[config.mk]
export PLATFORM = sky130hd
export DESIGN_NAME = mips_multicycle_ctrl
export DESIGN_NICKNAME = d
export VERILOG_FILES = /design/src/rtl/mips_multicycle_ctrl.sv
export SDC_FILE = /design/constraint.sdc
export NUM_CORES = 1
export LEC_CHECK = 0
export CAP_MARGIN = 20
export CORE_UTILIZATION = 44
export CTS_CLUSTER_DIAMETER = 80
export CTS_CLUSTER_SIZE = 24
export DETAILED_ROUTE_END_ITERATION = 10
export PLACE_DENSITY = 0.77
export SLEW_MARGIN = 20
export SYNTH_ARGS = -nofsm -noshare
export SYNTH_HDL_FRONTEND = slang
export SYNTH_SLANG_ARGS = --single-unit
[constraint.sdc]
create_clock -name clk -period 1.75 [get_ports clk]
set_input_delay 0.35 -clock clk [delete_from_list [all_inputs] [get_ports clk]]
set_output_delay 0.35 -clock clk [all_outputs]
set_load 0.1 [all_outputs]
[src/rtl/mips_multicycle_ctrl.sv]
// mips_multicycle_ctrl
//   Main control FSM for the multicycle MIPS datapath. Sequences fetch,
//   decode, execute, memory and writeback for R-type, lw, sw, beq and j.
//   Waits on a variable-latency memory, detects memory timeouts and illegal
//   opcodes, and counts retired instructions.
//
// Ports
//   clk, rst        rising-edge clock, asynchronous active-high reset
//   opcode[5:0]     instruction[31:26] from the instruction register
//   zero            ALU zero flag (gates the branch PC write)
//   mem_ready       memory access completes this cycle
//   aluop[1:0]      00 add, 01 sub, 10 R-type funct, 11 unknown
//   alusrca         0 = PC, 1 = register A
//   alusrcb[1:0]    00 B, 01 const 4, 10 sign-ext imm, 11 sign-ext imm << 2
//   iord            memory address: 0 = PC, 1 = ALUOut
//   memread/memwrite memory strobes
//   irwrite         load the instruction register
//   regdst          write register: 0 = rt, 1 = rd
//   memtoreg        write data: 0 = ALUOut, 1 = MDR
//   regwrite        register file write enable
//   pcwrite         PC write enable
//   pcsource[1:0]   next PC: 00 ALU, 01 ALUOut, 10 jump target
//   state[3:0]      current state code (debug)
//   illegal         sticky: illegal opcode decoded
//   timeout         sticky: memory wait exceeded TIMEOUT
//   instret         retired-instruction count (wraps)
//
// Memory handshake: in FETCH, MEMRD and MEMWR the strobe is held while
// mem_ready is low; the access completes on the cycle mem_ready is high,
// and the FSM advances on the following clock edge.
module mips_multicycle_ctrl #(
   parameter int TIMEOUT   = 15,
   parameter int CNT_W     = 4,
   parameter int INSTRET_W = 32
) (
   input  logic                 clk,
   input  logic                 rst,
   input  logic [5:0]           opcode,
   input  logic                 zero,
   input  logic                 mem_ready,
   output logic [1:0]           aluop,
   output logic                 alusrca,
   output logic [1:0]           alusrcb,
   output logic                 iord,
   output logic                 memread,
   output logic                 memwrite,
   output logic                 irwrite,
   output logic                 regdst,
   output logic                 memtoreg,
   output logic                 regwrite,
   output logic                 pcwrite,
   output logic [1:0]           pcsource,
   output logic [3:0]           state,
   output logic                 illegal,
   output logic                 timeout,
   output logic [INSTRET_W-1:0] instret
);

   typedef enum logic [3:0] {
      S_FETCH  = 4'd0,
      S_DECODE = 4'd1,
      S_MEMADR = 4'd2,
      S_MEMRD  = 4'd3,
      S_MEMWB  = 4'd4,
      S_MEMWR  = 4'd5,
      S_EXEC   = 4'd6,
      S_ALUWB  = 4'd7,
      S_BRANCH = 4'd8,
      S_JUMP   = 4'd9,
      S_ERROR  = 4'd15
   } state_t;

   localparam logic [CNT_W-1:0]     TMO  = CNT_W'(TIMEOUT);
   localparam logic [INSTRET_W-1:0] ONE  = INSTRET_W'(1);

   state_t           st;
   logic [CNT_W-1:0] wcnt;
   logic             wait_state;
   logic             expired;

   assign wait_state = (st == S_FETCH) || (st == S_MEMRD) || (st == S_MEMWR);
   // Counter already holds TIMEOUT waits and memory is still not ready:
   // this cycle would be wait number TIMEOUT+1, so give up.
   assign expired    = wait_state && !mem_ready && (wcnt == TMO);
   assign state      = st;

   always_ff @(posedge clk or posedge rst) begin
      if (rst) begin
         st      <= S_FETCH;
         wcnt    <= '0;
         illegal <= 1'b0;
         timeout <= 1'b0;
         instret <= '0;
      end else begin
         // Only a continued wait keeps counting; every exit (or any other
         // state) leaves it at zero, so each wait state is entered with 0.
         if (wait_state && !mem_ready && !expired) wcnt <= wcnt + 1'b1;
         else                                      wcnt <= '0;

         unique case (st)
            S_FETCH: begin
               if (expired) begin
                  st      <= S_ERROR;
                  timeout <= 1'b1;
               end else if (mem_ready) begin
                  st <= S_DECODE;
               end
            end
            S_DECODE: begin
               unique case (opcode)
                  6'b000000:            st <= S_EXEC;
                  6'b100011, 6'b101011: st <= S_MEMADR;
                  6'b000100:            st <= S_BRANCH;
                  6'b000010:            st <= S_JUMP;
                  default: begin
                     st      <= S_ERROR;
                     illegal <= 1'b1;
                  end
               endcase
            end
            S_MEMADR: st <= (opcode == 6'b100011) ? S_MEMRD : S_MEMWR;
            S_MEMRD: begin
               if (expired) begin
                  st      <= S_ERROR;
                  timeout <= 1'b1;
               end else if (mem_ready) begin
                  st <= S_MEMWB;
               end
            end
            S_MEMWR: begin
               if (expired) begin
                  st      <= S_ERROR;
                  timeout <= 1'b1;
               end else if (mem_ready) begin
                  st      <= S_FETCH;
                  instret <= instret + ONE;
               end
            end
            S_EXEC:  st <= S_ALUWB;
            S_MEMWB, S_ALUWB, S_BRANCH, S_JUMP: begin
               st      <= S_FETCH;
               instret <= instret + ONE;
            end
            S_ERROR: st <= S_ERROR;
            default: st <= S_ERROR;
         endcase
      end
   end

   always_comb begin
      aluop    = 2'b00;
      alusrca  = 1'b0;
      alusrcb  = 2'b00;
      iord     = 1'b0;
      memread  = 1'b0;
      memwrite = 1'b0;
      irwrite  = 1'b0;
      regdst   = 1'b0;
      memtoreg = 1'b0;
      regwrite = 1'b0;
      pcwrite  = 1'b0;
      pcsource = 2'b00;
      unique case (st)
         S_FETCH: begin
            memread = 1'b1;
            alusrcb = 2'b01;
            irwrite = mem_ready;
            pcwrite = mem_ready;
         end
         S_DECODE: alusrcb = 2'b11;
         S_MEMADR: begin
            alusrca = 1'b1;
            alusrcb = 2'b10;
         end
         S_MEMRD: begin
            memread = 1'b1;
            iord    = 1'b1;
         end
         S_MEMWB: begin
            regwrite = 1'b1;
            memtoreg = 1'b1;
         end
         S_MEMWR: begin
            memwrite = 1'b1;
            iord     = 1'b1;
         end
         S_EXEC: begin
            alusrca = 1'b1;
            aluop   = 2'b10;
         end
         S_ALUWB: begin
            regwrite = 1'b1;
            regdst   = 1'b1;
         end
         S_BRANCH: begin
            alusrca  = 1'b1;
            aluop    = 2'b01;
            pcsource = 2'b01;
            pcwrite  = zero;
         end
         S_JUMP: begin
            pcwrite  = 1'b1;
            pcsource = 2'b10;
         end
         S_ERROR: aluop = 2'b11;
         default: ;
      endcase
   end

endmodule

==> metrics.yaml, run 1 <==
timing:
  postGrtWorstEndpoint: "irwrite"
  worstEndpointType: "output port"
status:
  haltStage: "global routing (5_1_grt)"
  run_status: "did not finish"
  stop_error: "[ERROR DPL-0038] Utilization greater than 100%, impossible to legalize"
place:
  routabilityCongestion: 0.877
  portBuffers: 62
  hpwlAfterDp_mm: 5.68
  placed_cells: 423
clock_tree:
  cts_inserted_buffers: 5
  cts.sinks: 42
  cts_root_buf: "clkbuf_8"
  htreeDepth: 2
  clockBufferDepth: 2
floorplanning:
  io_pins: 63
  die_h_um: 74.7
  rows: 26
  chipWidth_um: 74.7
  start_util_pct: 45.5
logic_synthesis:
  async_flop_share_pct: 100
  synth-edff-count: 0
  yosysSeqAreaShare_pct: 45.2
  synth_flop_cell: "dfrtp_1"
  synthTopCellsByArea: "dfrtp_1, xnor2_1, nand3_1, xor2_1, nand2_1"
  synth.top_cell.area_share_pct: 45.2
  synth_seq_cells: 42
  ys_warn_count: 0
  avgSynthCellArea_um2: 9.73
  syn-cell-area_um2: 2320
  synth_cells: 239
  synth.distinct_cells: 49
  synth_fp_nets: 251
  yosysTopAreaCell: "dfrtp_1"
grt:
  grt_max_degree: 43
[Yosys cell counts (3+ instances only)]
cell / instances
a21boi_0: 3
a21oi_1: 6
xnor2_1: 25
nor4_1: 3
and3_1: 6
nor2_1: 20
inv_1: 7
nor2b_1: 3
dfrtp_1: 42
clkbuf_1: 3
nor3_1: 8
or3_1: 4
nand2b_1: 7
nand2_1: 20
nand4_1: 9
xor2_1: 11
a2bb2oi_1: 3
nand3_1: 20
[repair_timing]
item,4_1_cts
pin swaps,34
setup endpoints to repair,49
resized for setup,78
hold buffers,0
buffers inserted,23
[cell families after synthesis]
group | share of synthesized area, %
AO/OA/AOI/OAI | 9.04
AND/OR/NAND/NOR | 27.8
XOR/XNOR | 13.6
multiplexers | 0.484
flip-flops | 45.2
buffers and inverters | 2.80
adder cells (fa/ha/maj) | 1.08
[stage by stage]
step / setup TNS, ns / worst slack (ns) / area [µm²]
after detailed placement: -12.31 / -0.525 / 4220
after CTS: -5.84 / -0.366 / 4850
after global placement: -10.46 / -0.431 / 4220
after floorplan: -12.25 / -0.650 / 2610
==> inputs of run 2 (changes only) <==
- CORE_UTILIZATION: 44 -> 40
- CTS_CLUSTER_DIAMETER: 80 -> unset
- CTS_CLUSTER_SIZE: 24 -> unset
- PLACE_DENSITY: 0.77 -> unset
- PLACE_DENSITY_LB_ADDON: unset -> 0.15
- clock period: 1.75 -> 2.3 ns (I/O delays scaled with it)
==> run 2 against run 1 <==
The run now ends clean. Synthesized cell count stayed put. Area after synthesis stayed put.
==> metrics.yaml, run 2 <==
status:
  run_status: "finished, final reports clean"
clock_tree:
  clockBufferDepth: 2
  cts_root_buf: "clkbuf_8"
  clock_latency_ns: 0.29
  cts_inserted_buffers: 5
  cts_tree: "done"
  path_clk_slew_ns: 0.08
  htreeDepth: 2
  cts.sinks: 42
worst_setup_path:
  crit_path_end_kind: "output pin"
  slowest_delay_ns: 0.59
  worstPathCellList: "or2_2 -> nand2b_4 -> nor2_4 -> buf_12"
  worst_ep_required_time_ns: 1.84
  cp_slowest_cell: "dfrtp_4"
  reg2reg_slack_ns: 0.26
  cp_max_fo: 20
  critical_path_class: "reg -> out"
  arrival_ns: 1.81
  crit_path_start_kind: "flip-flop"
logic_synthesis:
  avgSynthCellArea_um2: 9.73
  synth_common_cells: "dfrtp_1, xnor2_1, nand2_1, nand3_1, nor2_1"
  synth_fp_nets: 251
  synth.distinct_cells: 49
  synth_flop_cell: "dfrtp_1"
  syn-cell-area_um2: 2320
  synth.top_cell.area_share_pct: 45.2
  ys_warn_count: 0
  synth_cells: 239
  synth-edff-count: 0
  yosysTopAreaCell: "dfrtp_1"
  yosysMostFrequentCell: "dfrtp_1"
  synth_seq_cells: 42
  synthTopCellsByArea: "dfrtp_1, xnor2_1, nand3_1, xor2_1, nand2_1"
  async_flop_share_pct: 100
  yosysSeqAreaShare_pct: 45.2
grt:
  grt_pass1_vias: 1858
  antenna_found_initial: 0
  globalRouteOverflowTotal: 0
  grt_max_degree: 24
  grt_pass1_wl_mm: 9.45
  grt_usage_pct: 19.7
detailed_routing:
  drt-initial-drc-count: 142
  dr_total_vias: 2071
  vias_per_cell: 5.16
  dr.pass1.iters: 4
  route.final.wire_length_mm: 5.70
  wl_per_cell_um: 14.2
  ant_nets: 0
  drc: 0
layout:
  n_antenna_cell: 0
  stdcell_count: 401
  final_util_pct: 64.1
  final_common_cell: "buf_4"
  largest_reg_flops: 32
  fin_area_um2: 3550
  drive_gt1_share_pct: 38.9
  area_growth_pct: 52.8
  nets: 340
  final_cell_mix: "buf_4, dfrtp_1, xnor2_1"
  top_register: "instret"
place:
  portBuffers: 62
  placed_cells: 386
  routabilityCongestion: 0.762
  hpwlAfterDp_mm: 4.33
  dpl_cell_area_um2: 3350
timing:
  worst_pin_slew_ns: 0.421
  holdWs_ns: 0.458
  grt_setup_unrepaired: "false"
  finalCritPeriodShare_pct: 98.6
  post-route-min-period_ns: 2.27
  setup_viol: 0
  slew_headroom_pct: 71.9
  maxSlewViolCount: 0
  fmax_mhz: 441
  finClkSkew_ns: 0.00934
  finalHoldViolations: 0
power:
  power_leakage_nw: 1.50
  p_clk_share_pct: 33.2
  p_seq_share_pct: 38.5
  p_int_mw: 1.42
  p_per_area_nw_per_um2: 606
  sw_frac_of_total_pct: 34.2
  total_power_mw: 2.15
  switchingPower_mw: 0.735
  peakVddDrop_uv: 538
  pwr-share-comb_pct: 28.3
flow_run:
  max_cap_viol_count: 0
floorplanning:
  die_h_um: 78.2
  chipWidth_um: 78.2
  coreArea_um2: 5540
  io_pins: 63
  rows: 27
  die-area_um2: 6120
  start_util_pct: 42.0
min_path:
  hold_class: "in -> async"
run 2: worst paths after layout:
check                                     startpoint                      end  cells past startpoint
worst max-delay path            state[1]$_DFFE_PP0P_                  irwrite                      4
worst min-delay path                             rst      illegal$_DFFE_PP0P_                      2
worst max register to register  state[1]$_DFFE_PP0P_  instret[22]$_DFFE_PP0P_                      5
worst min register to register   illegal$_DFFE_PP0P_      illegal$_DFFE_PP0P_                      1
max in group asynchronous                        rst  instret[10]$_DFFE_PP0P_                      3
min in group clk                 illegal$_DFFE_PP0P_      illegal$_DFFE_PP0P_                      1
run 2: cell families (layout without fill, tap and decap cells):
group | after synthesis | count (layout) | synth area share, %
buffers and inverters | 15 | 105 | 2.80
and+or+nand+nor | 116 | 116 | 27.8
adders and majority gates | 2 | 2 | 1.08
AOI/OAI and AO/OA | 27 | 27 | 9.04
DFF | 42 | 42 | 45.2
xor gates and xnor gates | 36 | 36 | 13.6
muxes | 1 | 1 | 0.484
run 2: layout make-up:
type	instances	area (µm²)
Fill cell	481	1990
Multi-Input combinational cell	182	1340
Sequential cell	42	1070
Timing Repair Buffer	90	885
Tap cell	72	90.1
Clock buffer	6	82.6
Clock inverter	2	60.1
Inverter	7	26.3
run 2: worst max-delay path, delay by kind of cell (launching register included):
| kind | cells | cell delay [ns] |
|---|---|---|
| buf+inv | 1 | 0.18 |
| flops | 1 | 0.59 |
| simple gates | 3 | 0.74 |
run 2: power by group through the flow:
stage | sequential [mW] | combinational (mW) | clock, mW
2_1_floorplan | 1.05 | 0.222 | 0
3_3_place_gp | 0.850 | 0.592 | 0
3_5_place_dp | 0.850 | 0.594 | 0
4_1_cts | 0.835 | 0.595 | 0.721
5_1_grt | 0.838 | 0.638 | 0.751
6_report | 0.829 | 0.610 | 0.714
run 2: metal layers:
| metal | part of all wire [%] | vias to the layer above | global-route usage (%) |
|---|---|---|---|
| li1 | - | 1019 | - |
| met1 | 50 | 997 | 30.2 |
| met2 | 45 | 50 | 29.2 |
| met3 | 4.5 | 5 | 3.37 |
| met4 | 0.70 | 0 | 3.89 |
| met5 | 0 | - | 0 |
run 2: timing repair:
action,CTS,global route
pin swaps,1,0
gates resized for setup,2,0
hold buffers,0,0
buffers inserted,0,7
setup endpoints to repair,1,2
run 2: through the flow:
stage	worst slack, ns	setup TNS (ns)
finish	0.0313	0
floorplan	-0.210	-0.400
global placement	-0.0408	-0.161
CTS	0.00790	0
detailed placement	-0.0781	-0.592
global route	0.00528	0
No activity file was read; power rests on OpenSTA's default activity.
==> inputs of run 3 (changes only) <==
- ABC_CLOCK_PERIOD_IN_PS: unset -> 2300
==> results of run 3 <==
No change in the layout: final DEF, timing and power equal those of run 2.
==> inputs of run 4 (changes only) <==
- CAP_MARGIN: 20 -> unset
- SKIP_CTS_REPAIR_TIMING: unset -> 1
==> run 4 against run 3 <==
Combinational power barely moved. Clock skew is essentially flat. Flip-flop and latch count is the same. Non-clock buffer count unchanged. Worst hold slack stayed put. Setup slack about the same. Critical path depth is the same. Die area unchanged. Critical path type unchanged.
==> metrics.yaml, run 4 (synthesis results as in run 2) <==
grt:
  antenna_found_initial: 0
  grt_pass1_wl_mm: 9.45
  grt_pass1_vias: 1858
  globalRouteOverflowTotal: 0
  grt_max_degree: 24
  grt_usage_pct: 19.7
worst_setup_path:
  crit_path_start_kind: "flip-flop"
  worstPathCellList: "or2_2 -> nand2b_4 -> nor2_4 -> buf_12"
  cp_max_fo: 20
  worst_ep_required_time_ns: 1.84
  crit_path_end_kind: "output pin"
  slowest_delay_ns: 0.59
  cp-startpoint: "state[1]$_DFFE_PP0P_"
  critPathBufInv: 1
  cp_slowest_cell: "dfrtp_4"
  arrival_ns: 1.81
  rr_startpoint: "state[1]$_DFFE_PP0P_"
  critical_path_class: "reg -> out"
  cp_top_family: "simple AND/OR/NAND/NOR gates"
clock_tree:
  cts_root_buf: "clkbuf_8"
  cts_tree: "done"
  path_clk_slew_ns: 0.08
  htreeDepth: 2
  cts_inserted_buffers: 5
  cts.sinks: 42
  clock_latency_ns: 0.29
  clockBufferDepth: 2
timing:
  finalHoldViolations: 0
  slew_headroom_pct: 71.9
  worst_pin_slew_ns: 0.421
  maxSlewViolCount: 0
  setup_viol: 0
  fin_setup_tns_ns: 0
  fmax_mhz: 441
  grt_setup_unrepaired: "false"
  finClkSkew_ns: 0.00939
  post-route-min-period_ns: 2.27
  layout_setup_ws_ns: 0.0313
  finalCritPeriodShare_pct: 98.6
layout:
  drive_gt1_share_pct: 38.9
  final_cell_mix: "buf_4, dfrtp_1, xnor2_1"
  stdcell_count: 401
  top_register: "instret"
  largest_reg_flops: 32
  area_growth_pct: 53.0
  n_antenna_cell: 0
  nets: 340
  final_common_cell: "buf_4"
detailed_routing:
  vias_per_cell: 5.17
  drc: 0
  wl_per_cell_um: 14.2
  route.final.wire_length_mm: 5.71
  ant_nets: 0
  dr_total_vias: 2072
  dr.pass1.iters: 4
  drt-initial-drc-count: 142
place:
  dp_slack_ns: -0.0781
  placed_cells: 386
  routabilityCongestion: 0.762
  hpwlAfterDp_mm: 4.33
  portBuffers: 62
status:
  run_status: "finished, final reports clean"
power:
  power_leakage_nw: 1.51
  p_per_area_nw_per_um2: 605
  peakVddDrop_uv: 538
flow_run:
  max_cap_viol_count: 0
floorplanning:
  start_util_pct: 42.0
  chipWidth_um: 78.2
  rows: 27
  die-area_um2: 6120
  die_h_um: 78.2
  coreArea_um2: 5540
  io_pins: 63
min_path:
  hold_class: "in -> async"
-- run 4: changes by cell type in the layout (fill, tap and decap cells not counted) --
cell	previous run	this run
dlymetal6s2s_1	0	1
dlygate4sd2_1	1	0
-- run 4: routing by layer --
| layer | wire [µm] | part of all wire (%) | track usage [%] |
|---|---|---|---|
| met5 | 0 | 0 | 0 |
| met1 | 2850 | 50 | 30.2 |
| met4 | 40 | 0.70 | 3.89 |
| met2 | 2560 | 45 | 29.2 |
| met3 | 258 | 4.5 | 3.37 |
-- run 4: final cells by class --
| type | count | area [µm²] |
|---|---|---|
| Fill cell | 479 | 1980 |
| Multi-Input combinational cell | 182 | 1340 |
| Sequential cell | 42 | 1070 |
| Timing Repair Buffer | 90 | 888 |
| Tap cell | 72 | 90.1 |
| Clock buffer | 6 | 82.6 |
| Clock inverter | 2 | 60.1 |
| Inverter | 7 | 26.3 |
-- run 4: per-stage QoR --
step / hold slack (ns) / power, mW / utilization [%] / instance area (µm²)
final: 0.458 / 2.15 / 64.2 / 3560
after CTS: 0.468 / 2.15 / 63.1 / 3500
after global placement: 0.449 / 1.44 / 60.5 / 3350
after floorplan: 0.433 / 1.28 / - / 2500
after detailed placement: 0.456 / 1.44 / 60.5 / 3350
after global routing: 0.496 / 2.23 / 64.2 / 3560
-- run 4: power by group --
group	switching (mW)	leakage (nW)	total, mW	internal [mW]
Combinational	0.430	0.930	0.610	0.180
Sequential	0.0548	0.507	0.829	0.774
Clock	0.251	0.0714	0.714	0.463
-- run 4: path summary, 6_finish.rpt --
check / depth (start not counted) / to / slack [ns]
worst min register to register: 1 / illegal$_DFFE_PP0P_ / 0.47
worst max register to register: 5 / instret[22]$_DFFE_PP0P_ / 0.26
worst max-delay path: 4 / irwrite / 0.03
max in group asynchronous: 3 / instret[10]$_DFFE_PP0P_ / 1.19
min in group clk: 1 / illegal$_DFFE_PP0P_ / 0.47
worst min-delay path: 2 / illegal$_DFFE_PP0P_ / 0.46
